## config.mk

```make
export PLATFORM = sky130hd
export DESIGN_NAME = tcp_tmp_buf_slab_alloc
export DESIGN_NICKNAME = d
export VERILOG_FILES = /design/src/rtl/tcp_tmp_buf_pkg.sv /design/src/rtl/tcp_slab_free_list.sv /design/src/rtl/tcp_tmp_buf_slab_alloc.sv
export SDC_FILE = /design/constraint.sdc
export NUM_CORES = 1
export LEC_CHECK = 0
export CAP_MARGIN = 10
export CORE_MARGIN = 4
export CORE_UTILIZATION = 58
export CTS_CLUSTER_SIZE = 20
export DETAILED_ROUTE_END_ITERATION = 8
export PLACE_DENSITY_LB_ADDON = 0.05
export REMOVE_ABC_BUFFERS = 1
export SLEW_MARGIN = 20
export SYNTH_ARGS = -nofsm -noshare
export SYNTH_HDL_FRONTEND = slang
export SYNTH_SLANG_ARGS = --single-unit
```

## constraint.sdc

```tcl
create_clock -name clk -period 4 [get_ports clk]
set_input_delay 0.4 -clock clk [delete_from_list [all_inputs] [get_ports clk]]
set_output_delay 0.4 -clock clk [all_outputs]
set_load 0.01 [all_outputs]
```

## src/rtl/tcp_tmp_buf_pkg.sv

```systemverilog
// tcp_tmp_buf_pkg -- shared geometry of the rx temporary payload buffer.
// Rev 1.0
`default_nettype none

package tcp_tmp_buf_pkg;

  localparam int NUM_SLABS       = 16;
  localparam int SLAB_BYTES_LOG2 = 11;
  localparam int SLAB_IDX_W      = $clog2(NUM_SLABS);
  localparam int BUF_ADDR_W      = SLAB_IDX_W + SLAB_BYTES_LOG2;

  typedef logic [SLAB_IDX_W-1:0] slab_idx_t;

  typedef enum logic {
    ST_INIT = 1'b0,
    ST_RUN  = 1'b1
  } alloc_state_t;

endpackage

`default_nettype wire

```

## src/rtl/tcp_slab_free_list.sv

```systemverilog
// tcp_slab_free_list -- circular FIFO of free slab indices with a combinational head read.
// Rev 1.0
`default_nettype none

module tcp_slab_free_list #(
  parameter int DEPTH = 16,
  parameter int IDX_W = $clog2(DEPTH)
) (
  input  logic             clk,
  input  logic             rst,
  input  logic             push,
  input  logic [IDX_W-1:0] push_idx,
  input  logic             pop,
  output logic [IDX_W-1:0] head_idx,
  output logic [IDX_W:0]   count
);

  logic [IDX_W-1:0] mem [DEPTH];
  logic [IDX_W-1:0] head_ptr;
  logic [IDX_W-1:0] tail_ptr;

  // Storage needs no reset: every entry is rewritten before it can be read.
  always_ff @(posedge clk) begin
    if (push) begin
      mem[tail_ptr] <= push_idx;
    end
  end

  always_ff @(posedge clk) begin
    if (rst) begin
      head_ptr <= '0;
      tail_ptr <= '0;
      count    <= '0;
    end else begin
      if (push) begin
        tail_ptr <= tail_ptr + IDX_W'(1);
      end
      if (pop) begin
        head_ptr <= head_ptr + IDX_W'(1);
      end
      case ({push, pop})
        2'b10:   count <= count + (IDX_W+1)'(1);
        2'b01:   count <= count - (IDX_W+1)'(1);
        default: count <= count;
      endcase
    end
  end

  assign head_idx = mem[head_ptr];

endmodule

`default_nettype wire

```

## src/rtl/tcp_tmp_buf_slab_alloc.sv

```systemverilog
// tcp_tmp_buf_slab_alloc -- offers free temp-buffer slabs to the rx controller and takes them back.
// Rev 1.0
`default_nettype none

module tcp_tmp_buf_slab_alloc
  import tcp_tmp_buf_pkg::*;
(
  input  logic                  clk,
  input  logic                  rst,
  input  logic                  tmp_buf_alloc_slab_consume_val,
  output logic                  alloc_slab_tmp_buf_resp_error,
  output logic [BUF_ADDR_W-1:0] alloc_slab_tmp_buf_resp_addr,
  output logic [SLAB_IDX_W-1:0] alloc_slab_tmp_buf_resp_idx,
  input  logic                  src_alloc_free_val,
  input  logic [SLAB_IDX_W-1:0] src_alloc_free_idx,
  output logic                  alloc_src_free_rdy,
  output logic [SLAB_IDX_W:0]   alloc_free_cnt,
  output logic                  alloc_double_free_err
);

  alloc_state_t          state, state_next;
  slab_idx_t             init_cnt;
  logic [NUM_SLABS-1:0]  allocated;
  logic                  push, pop;
  slab_idx_t             push_idx;
  slab_idx_t             head_idx;
  logic [SLAB_IDX_W:0]   count;
  logic                  free_ok, free_dup;

  tcp_slab_free_list #(
    .DEPTH (NUM_SLABS),
    .IDX_W (SLAB_IDX_W)
  ) u_free_list (
    .clk      (clk),
    .rst      (rst),
    .push     (push),
    .push_idx (push_idx),
    .pop      (pop),
    .head_idx (head_idx),
    .count    (count)
  );

  always_ff @(posedge clk) begin
    if (rst) begin
      state                 <= ST_INIT;
      init_cnt              <= '0;
      allocated             <= '0;
      alloc_double_free_err <= 1'b0;
    end else begin
      state <= state_next;
      if (state == ST_INIT) begin
        init_cnt <= init_cnt + SLAB_IDX_W'(1);
      end
      // A slab being consumed is never also being validly freed, so the order is safe.
      if (free_ok) begin
        allocated[src_alloc_free_idx] <= 1'b0;
      end
      if (pop) begin
        allocated[head_idx] <= 1'b1;
      end
      if (free_dup) begin
        alloc_double_free_err <= 1'b1;
      end
    end
  end

  always_comb begin
    state_next                    = state;
    push                          = 1'b0;
    push_idx                      = init_cnt;
    pop                           = 1'b0;
    free_ok                       = 1'b0;
    free_dup                      = 1'b0;
    alloc_slab_tmp_buf_resp_error = 1'b1;
    alloc_slab_tmp_buf_resp_idx   = '0;
    alloc_src_free_rdy            = 1'b0;
    case (state)
      ST_INIT: begin
        // Fill the list through the push port so tail wraps to 0 and count reaches NUM_SLABS.
        push = 1'b1;
        if (init_cnt == SLAB_IDX_W'(NUM_SLABS - 1)) begin
          state_next = ST_RUN;
        end
      end
      ST_RUN: begin
        alloc_slab_tmp_buf_resp_error = (count == '0);
        alloc_slab_tmp_buf_resp_idx   = head_idx;
        alloc_src_free_rdy            = 1'b1;
        pop      = tmp_buf_alloc_slab_consume_val && (count != '0);
        free_ok  = src_alloc_free_val && allocated[src_alloc_free_idx];
        free_dup = src_alloc_free_val && !allocated[src_alloc_free_idx];
        push     = free_ok;
        push_idx = src_alloc_free_idx;
      end
      default: state_next = ST_INIT;
    endcase
  end

  assign alloc_slab_tmp_buf_resp_addr = {alloc_slab_tmp_buf_resp_idx, {SLAB_BYTES_LOG2{1'b0}}};
  assign alloc_free_cnt               = count;

endmodule

`default_nettype wire

```

==> flow_summary.ini, run 1 <==
[status]
status = complete, no violations

[routing]
vias = 2882
drt-total-wl_um = 8870
drc = 0
drtIter0Drc = 113
ant_nets = 0
firstDrtPassIters = 4
drt-vias-per-instance = 5.60
wl_per_cell_um = 17.2

[final_layout]
fillers = 581
layout-drive-gt1-share = 0.126
post-route-util = 0.668
regArea_um2 = 2700
fin_cells = 515
n_antenna_cell = 0
layout.nets = 428
area_growth_pct = 11.0
multi_input_area_um2 = 1750

[floorplan]
num_rows = 32
coreArea_um2 = 7770
initial_utilization = 0.602
die-height_um = 97.8
num_io_pins = 35
dieArea_um2 = 9560
die_x_um = 97.8

[setup_path]
r2r_end = u_free_list.count[4]
crit_slowest_cell = clkdlybuf4s50_1
reg2reg_slack_ns = 0.81
crit_top_cell = inv_1
worst_setup_path_start_kind = primary input
end_kind = flip-flop
crit_family = buffers and inverters
cp_max_fo = 6
crit_cells = 16
cp_cell_sequence = clkdlybuf4s50_1 > buf_4 > mux4_1 > nor3b_1 > o41ai_2 > nand2_1 > inv_1 > ha_1 > inv_1 > fa_1 > nor2b_1 > o21ai_0 > and3_1 > nor3_1 > xnor2_1 > nor2_1
critPathKind = in -> reg
critPathArrivalTime_ns = 3.84
slowest_delay_ns = 0.62
r2r_start = allocated[11]
cp.required_ns = 4.21
r2r_cells = 14
cp.buffers_inverters = 4

[power_and_ir_drop]
clock_power_share = 0.346
powerDensity_nw_per_um2 = 383
p_sw_uw = 476
p_comb_frac = 0.064
ir_worst_vdd_mv = 0.360
pwr-share-seq = 0.589
switching_share = 0.240
leakage_nw = 1.80
intPower_mw = 1.51

[synthesis]
syn_area_um2 = 4670
synth-seq-area-share = 0.578
yosys_register_bits = 103
synth_edf_count = 64
ys_warn_count = 0
async_reset_ff_frac = 0
synth_cells = 383
avgSynthCellArea_um2 = 12.2
synthTopCellsByCount = edfxtp_1, nor2_1, dfxtp_1
synth.most_common_cell = edfxtp_1
synth.distinct_cells = 44
synth_top_area_cell = edfxtp_1
synth_area_leaders = edfxtp_1, dfxtp_1, mux4_2
synth_top_area_frac = 0.411
ys.flop_type = edfxtp_1

[global_route]
grt_max_degree = 32
top_usage_layer = met2
met2_usage = 0.316
grtUsageTotal = 0.197
gr-total-overflow = 0
antenna_found_initial = 0
grt_pass1_wl_um = 14800
grtUsageMet1 = 0.258
grt.met3_usage = 0.0571
grt_pass1_vias = 2862

[clock_tree]
cts_buffers = 9
cts_buffer_depth = 2
hold_buffers = 0
cts_root_buffer = clkbuf_8
clk_latency_ns = 0.36
cts_resized = 0
clk_pin_slew_worst_paths_ns = 0.10
cts.sinks = 103
htreeDepth = 3
cts_setup_buffers = 0
cts_tree = done

[placed_design]
port_buffers = 23
gp_congestion = 0.869
placedCellCount = 499
dpl.hpwl_um = 6420

[timing]
report.final.slew_viol_count = 0
period_share = 0.906
setup_viol = 0
fin_skew_ns = 0.00845
min_period_ns = 3.62
fmax_ghz = 0.276
hold_viol = 0
rsz0062_at_grt = false
fin_tns_setup_ns = 0
slew_headroom = 0.303
worst_pin_slew_ns = 1.04

[min_path]
hold_path_depth = 2
hold_class = reg -> reg
whs_endpoint = alloc_double_free_err
hp-start = alloc_double_free_err

[run]
maxCapViolCount = 0
[stage by stage]
step	cell area (um2)	hold WS [ns]	worst slack, ns	power [mW]
3_5_place_dp	4970	0.461	0.0173	1.32
5_1_grt	5190	0.512	0.182	2.07
4_1_cts	5190	0.485	0.388	2.01
2_1_floorplan	4510	0.443	0.741	1.27
6_report	5190	0.477	0.377	1.99
3_3_place_gp	4970	0.446	0.0682	1.32
[layout make-up]
type / count / area share
Multi-Input combinational cell: 242 / 0.337
Sequential cell: 103 / 0.521
Timing Repair Buffer: 37 / 0.0646
Inverter: 15 / 0.0109
Tap cell: 102 / 0.0246
Clock inverter: 7 / 0.0181
Clock buffer: 9 / 0.0239
[cells in the final DEF, fill, tap and decap left out, types with 2 or more instances in the layout]
| cell | count |
|---|---|
| conb_1 | 11 |
| mux4_2 | 15 |
| nand2b_1 | 3 |
| nor3b_1 | 2 |
| nand4_1 | 4 |
| and2_1 | 2 |
| nand3b_1 | 8 |
| inv_8 | 2 |
| nand2_1 | 34 |
| inv_6 | 2 |
| edfxtp_1 | 64 |
| xnor2_1 | 6 |
| and3_1 | 2 |
| ha_1 | 11 |
| buf_4 | 14 |
| a22oi_1 | 10 |
| nor3_1 | 8 |
| mux2i_1 | 9 |
| nand4b_1 | 3 |
| nand3_1 | 6 |
| a32oi_1 | 2 |
| clkdlybuf4s50_1 | 23 |
| mux2_2 | 5 |
| inv_1 | 15 |
| xor2_1 | 7 |
| nor2_1 | 43 |
| clkbuf_8 | 9 |
| and3b_1 | 2 |
| dfxtp_1 | 39 |
| a31oi_1 | 2 |
| a21oi_1 | 19 |
| nor2b_1 | 5 |
| o21ai_1 | 2 |
| o21ai_0 | 12 |
[power groups by stage]
stage               Sequential (mW)  Clock (mW)  Combinational [mW]
floorplan                      1.19           0              0.0784
CTS                            1.17       0.709               0.128
global route                   1.17       0.756               0.144
detailed placement             1.19           0               0.127
finish                         1.17       0.688               0.128
global placement               1.19           0               0.125
[routing by layer]
metal	vias up	part of all wire	wire (um)
li1	1412	-	-
met1	1374	0.44	3880
met2	85	0.48	4280
met3	11	0.062	546
met4	0	0.018	158
met5	-	0	0
[worst register-to-register path: cells and delay by family, from the launching register on]
family                     cells  cell delay [ns]
AOI/OAI and AO/OA              2             0.55
xor gates and xnor gates       1             0.14
adders and majority gates      2             0.55
buffers and inverters          2             0.14
DFF                            1             0.33
muxes                          1             0.45
and+or+nand+nor                6             0.87
[worst max path at each step]
| stage | startpoint | end | slack (ns) |
|---|---|---|---|
| 5_1_grt | src_alloc_free_idx[0] | u_free_list.count[4] | 0.18 |
| 6_report | src_alloc_free_idx[0] | u_free_list.count[4] | 0.38 |
| 2_1_floorplan | src_alloc_free_idx[0] | u_free_list.count[4] | 0.74 |
| 3_5_place_dp | src_alloc_free_idx[0] | u_free_list.count[4] | 0.02 |
| 3_3_place_gp | src_alloc_free_idx[0] | u_free_list.count[4] | 0.07 |
| 4_1_cts | src_alloc_free_idx[0] | u_free_list.count[4] | 0.39 |
[state kept, by name (all words and copies together) (netlist names), named ones only]
signal	cells
alloc_double_free_err	1
u_free_list.head_ptr	4
u_free_list.mem	64
u_free_list.tail_ptr	4
u_free_list.count	5
init_cnt	4
allocated	16
state	1
[logic make-up (layout without fill, tap and decap cells)]
kind of cell,Yosys count,in the layout,synth area share
flops,103,103,0.578
mux,30,30,0.109
simple gates,124,124,0.127
buf+inv,48,68,0.0559
other cells,1,11,0.000802
fa+ha+maj,12,12,0.0337
xor+xnor,13,13,0.0244
compound gates,52,52,0.0704
Note: power is estimated with default switching activity, not from simulation.
==> inputs of run 2 (changes only) <==
--- a/config.mk
+++ b/config.mk
@@ -11,6 +11,7 @@
 export CTS_CLUSTER_SIZE = 20
 export DETAILED_ROUTE_END_ITERATION = 8
 export PLACE_DENSITY_LB_ADDON = 0.05
+export RECOVER_POWER = 100
 export REMOVE_ABC_BUFFERS = 1
 export SLEW_MARGIN = 20
 export SYNTH_ARGS = -nofsm -noshare
==> run 2 against run 1 <==
Against the previous run:
- sequential power about the same
- final cell count unchanged
- critical path depth unchanged
- critical path type unchanged
==> flow_summary.ini, run 2 (synthesis results as in run 1) <==
[status]
status = complete, no violations

[setup_path]
cp.buffers_inverters = 4
end_kind = flip-flop
crit_family = buffers and inverters
slowest_delay_ns = 0.62
worst_setup_path_start_kind = primary input
critPathArrivalTime_ns = 3.86
cp_max_fo = 6
critPathKind = in -> reg
cp.required_ns = 4.21
crit_top_cell = inv_1
cp_cell_sequence = clkdlybuf4s50_1 > buf_4 > mux4_1 > nor3b_1 > o41ai_2 > nand2_1 > inv_1 > ha_1 > inv_1 > fa_1 > nor2b_1 > o21ai_0 > and3_1 > nor3_1 > xnor2_1 > nor2_1
crit_slowest_cell = clkdlybuf4s50_1

[global_route]
grt_max_degree = 32
grt_pass1_wl_um = 14800
gr-total-overflow = 0
grt_pass1_vias = 2862
antenna_found_initial = 0
grtUsageTotal = 0.197

[routing]
drt-vias-per-instance = 5.60
vias = 2884
drtIter0Drc = 150
drc = 0
wl_per_cell_um = 17.2
drt-total-wl_um = 8840
firstDrtPassIters = 4
ant_nets = 0

[timing]
slew_headroom = 0.281
report.final.slew_viol_count = 0
setup_viol = 0
period_share = 0.912
rsz0062_at_grt = false
hold_viol = 0
fmax_ghz = 0.274
fin_tns_setup_ns = 0
fin_skew_ns = 0.00916
worst_pin_slew_ns = 1.08
min_period_ns = 3.65
fin_ws_ns = 0.353

[final_layout]
layout.nets = 428
n_antenna_cell = 0
top_register = u_free_list.mem
final_cell_mix = edfxtp_1, nor2_1, dfxtp_1, nand2_1, a21oi_1
largest_reg_flops = 64
final_common_cell = edfxtp_1
top_regs = u_free_list.mem x64, allocated x16, u_free_list.count x5
layout-drive-gt1-share = 0.104
area_growth_pct = 10.4

[power_and_ir_drop]
powerDensity_nw_per_um2 = 384
p_sw_uw = 472
switching_share = 0.239
pwr-share-seq = 0.591
ir_worst_vdd_mv = 0.360
intPower_mw = 1.51
clock_power_share = 0.346
leakage_nw = 1.84
p_comb_frac = 0.063

[clock_tree]
cts_root_buffer = clkbuf_8
htreeDepth = 3
cts_resized = 0
cts_setup_buffers = 0
cts_buffers = 9
cts_tree = done
hold_buffers = 0
clk_pin_slew_worst_paths_ns = 0.10
cts_buffer_depth = 2
cts.sinks = 103
clk_latency_ns = 0.36

[run]
maxCapViolCount = 0

[floorplan]
num_io_pins = 35
dieArea_um2 = 9560
num_rows = 32
die_x_um = 97.8
die-height_um = 97.8
initial_utilization = 0.602
coreArea_um2 = 7770

[placed_design]
dpl_worst_slack_ns = 0.0173
gp_congestion = 0.869
port_buffers = 23
dpl.hpwl_um = 6420

[min_path]
hold_class = reg -> reg
==> run 2: changes by cell type in the layout (fill, tap and decap cells not counted), sizes merged <==
cell | before | now
buf | 14 | 9
clkbuf | 9 | 14
clkdlybuf4s50 | 23 | 5
dlygate4sd3 | 0 | 18
==> run 2: layout make-up <==
class	count	area, um2
Inverter	15	56.3
Tap cell	102	128
Fill cell	584	2610
Multi-Input combinational cell	242	1740
Clock inverter	7	93.8
Timing Repair Buffer	37	320
Clock buffer	9	124
Sequential cell	103	2700
==> run 2: final timing paths <==
kind / from / end / slack (ns) / cells after the start
setup / recovery: src_alloc_free_idx[0] / u_free_list.count[4] / 0.35 / 16
hold / removal: alloc_double_free_err / alloc_double_free_err / 0.47 / 2
setup reg to reg: allocated[11] / u_free_list.count[4] / 0.79 / 14
hold reg to reg: alloc_double_free_err / alloc_double_free_err / 0.47 / 2
==> run 2: power by group through the flow <==
stage | Sequential (mW) | Combinational [mW] | Clock, mW
floorplan | 1.19 | 0.0784 | 0
global placement | 1.19 | 0.125 | 0
finish | 1.17 | 0.124 | 0.685
global route | 1.17 | 0.140 | 0.756
CTS | 1.17 | 0.128 | 0.709
detailed placement | 1.19 | 0.127 | 0
==> run 2: through the flow <==
stage	area (um2)	hold WS [ns]	std cells	power, mW	utilization
floorplan	4510	0.443	360	1.27	-
global placement	4970	0.446	499	1.32	0.640
detailed placement	4970	0.461	499	1.32	0.640
CTS	5190	0.485	515	2.01	0.668
global route	5160	0.512	515	2.07	0.664
finish	5160	0.472	515	1.98	0.664
==> run 2: per-layer routing <==
layer,track usage,part of all wire
met4,0.0671,0.018
met2,0.316,0.49
met3,0.0571,0.066
met1,0.258,0.43
met5,0,0
==> run 2: tightest hold or removal path: cells and delay by family, from the launching register on <==
family             cells  cell delay (ns)
DFF                    1             0.33
and+or+nand+nor        1             0.07
AOI/OAI and AO/OA      1             0.04
==> inputs of run 3 (changes only) <==
--- a/config.mk
+++ b/config.mk
@@ -7,9 +7,11 @@
 export LEC_CHECK = 0
 export CAP_MARGIN = 10
 export CORE_MARGIN = 4
-export CORE_UTILIZATION = 58
+export CORE_UTILIZATION = 65
+export CTS_BUF_LIST = sky130_fd_sc_hd__clkbuf_4 sky130_fd_sc_hd__clkbuf_8
 export CTS_CLUSTER_SIZE = 20
 export DETAILED_ROUTE_END_ITERATION = 8
+export GPL_TIMING_DRIVEN = 0
 export PLACE_DENSITY_LB_ADDON = 0.05
 export RECOVER_POWER = 100
 export REMOVE_ABC_BUFFERS = 1
==> constraint.sdc (replaced) <==
create_clock -name clk -period 4.2 [get_ports clk]
set_input_delay 0.42 -clock clk [delete_from_list [all_inputs] [get_ports clk]]
set_output_delay 0.42 -clock clk [all_outputs]
set_load 0.01 [all_outputs]
==> run 3 against run 2 <==
Against the previous run:
- sequential share of layout area increased by 1.4 points
- clock-buffer cell count stayed put
- register-to-register slack worse by 0.13 ns
- critical path type unchanged
- critical endpoint unchanged
==> flow_summary.ini, run 3 (synthesis results as in run 1) <==
[routing]
route.met2.wl_um = 4170
drtIter0Drc = 215
wl_per_cell_um = 17.7
met1_length_um = 3880
vias = 2884
firstDrtPassIters = 4
drt-vias-per-instance = 5.83
ant_nets = 0
drt-total-wl_um = 8740
drc = 0
top_layer = met4
routed-wl-met3_um = 525

[power_and_ir_drop]
powerDensity_nw_per_um2 = 362
p_sw_uw = 451
ir_worst_vdd_mv = 0.276
total_power_mw = 1.82
leakage_nw = 1.78
switching_share = 0.248
p_comb_frac = 0.066
clock_power_share = 0.323
intPower_mw = 1.37
pwr-share-seq = 0.612

[global_route]
antenna_found_initial = 0
gr-total-overflow = 0
grtUsageTotal = 0.217
grt_max_degree = 39
grt_pass1_wl_um = 14200
grt_pass1_vias = 2737

[final_layout]
multi_input_area_um2 = 1740
n_antenna_cell = 0
layout.nets = 414
fin_area_um2 = 5030
layout-drive-gt1-share = 0.0877
fillers = 488
regArea_um2 = 2700
final_common_cell = edfxtp_1
largest_reg_flops = 64
area_growth_pct = 7.63
top_regs = u_free_list.mem x64, allocated x16, u_free_list.count x5
final_cell_mix = edfxtp_1, nor2_1, dfxtp_1, nand2_1, a21oi_1
top_register = u_free_list.mem

[clock_tree]
cts_buffer_depth = 2
htreeDepth = 3
cts.sinks = 103
cts_buffers = 9
cts_root_buffer = clkbuf_8
clk_pin_slew_worst_paths_ns = 0.10
clk_latency_ns = 0.37
cts_tree = done

[setup_path]
r2r_start = allocated[10]
worst_setup_path_start_kind = primary input
cp_max_fo = 9
reg2reg_slack_ns = 0.66
end_kind = flip-flop
critPathKind = in -> reg
r2r_end = u_free_list.count[4]
critPathArrivalTime_ns = 4.11
cp.required_ns = 4.44
r2r_cells = 14

[floorplan]
num_io_pins = 35
coreArea_um2 = 6910
dieArea_um2 = 8610
die_x_um = 92.8
initial_utilization = 0.677
num_rows = 30
die-height_um = 92.8

[timing]
fin_tns_setup_ns = 0
setup_viol = 0
hold_viol = 0
report.final.slew_viol_count = 0
worst_pin_slew_ns = 0.910
slew_headroom = 0.393
fin_hold_ws_ns = 0.484
period_share = 0.922
rsz0062_at_grt = false
fmax_ghz = 0.258
fin_skew_ns = 0.0127
min_period_ns = 3.87

[placed_design]
place_area_um2 = 4850
dpl.hpwl_um = 6050
gp_congestion = 0.876
port_buffers = 23

[run]
maxCapViolCount = 0

[min_path]
whs_endpoint = allocated[11]
hold_class = reg -> reg
hold_path_depth = 2
hp-start = allocated[11]

[status]
status = complete, no violations
## run 3: per-layer routing
layer  up-vias  GRT usage
met5         -          0
met4         0     0.0806
li1       1379          -
met2        90      0.331
met1      1400      0.317
met3        15     0.0349
## run 3: power groups by stage
stage	combinational [mW]	sequential [mW]	clock [mW]
detailed placement	0.122	1.14	0
CTS	0.123	1.11	0.600
global placement	0.119	1.14	0
finish	0.119	1.11	0.588
global route	0.133	1.12	0.647
floorplan	0.0747	1.13	0
## run 3: layout make-up
class	count	area share
Clock inverter	7	0.0124
Clock buffer	9	0.0246
Sequential cell	103	0.537
Timing Repair Buffer	23	0.0453
Multi-Input combinational cell	242	0.345
Inverter	15	0.0112
Tap cell	96	0.0239
## run 3: worst max-delay path: stages
cell and delay, ns:
clkdlybuf4s50_1 0.70, mux4_2 0.36, and3b_1 0.27, o41ai_2 0.46, nand2_1 0.22, inv_1 0.11, ha_1 0.26, inv_1 0.11
fa_1 0.41, nor2b_1 0.12, o21ai_0 0.10, and3_1 0.19, nor3_1 0.17, xnor2_1 0.15, nor2_1 0.05
## run 3: through the flow
stage / util / cells / setup WS, ns
detailed placement: 0.703 / 479 / -0.323
floorplan: - / 360 / 0.921
global placement: 0.703 / 479 / -0.331
global route: 0.728 / 495 / 0.101
CTS: 0.730 / 495 / 0.0736
finish: 0.728 / 495 / 0.328
## run 3: what timing repair did
item / in CTS / in global routing
setup buffers: 0 / 0
setup endpoints to repair: 0 / 1
gates resized for setup: 0 / 1
hold buffers: 0 / 0
## run 3: worst max-delay path by stage
stage | startpoint | endpoint | slack, ns | cells past startpoint
floorplan | src_alloc_free_idx[0] | u_free_list.count[4] | 0.92 | 14
CTS | src_alloc_free_idx[0] | u_free_list.count[4] | 0.07 | 15
finish | src_alloc_free_idx[1] | u_free_list.count[4] | 0.33 | 15
global route | src_alloc_free_idx[1] | u_free_list.count[4] | 0.10 | 15
detailed placement | src_alloc_free_idx[0] | u_free_list.count[4] | -0.32 | 15
global placement | src_alloc_free_idx[0] | u_free_list.count[4] | -0.33 | 15
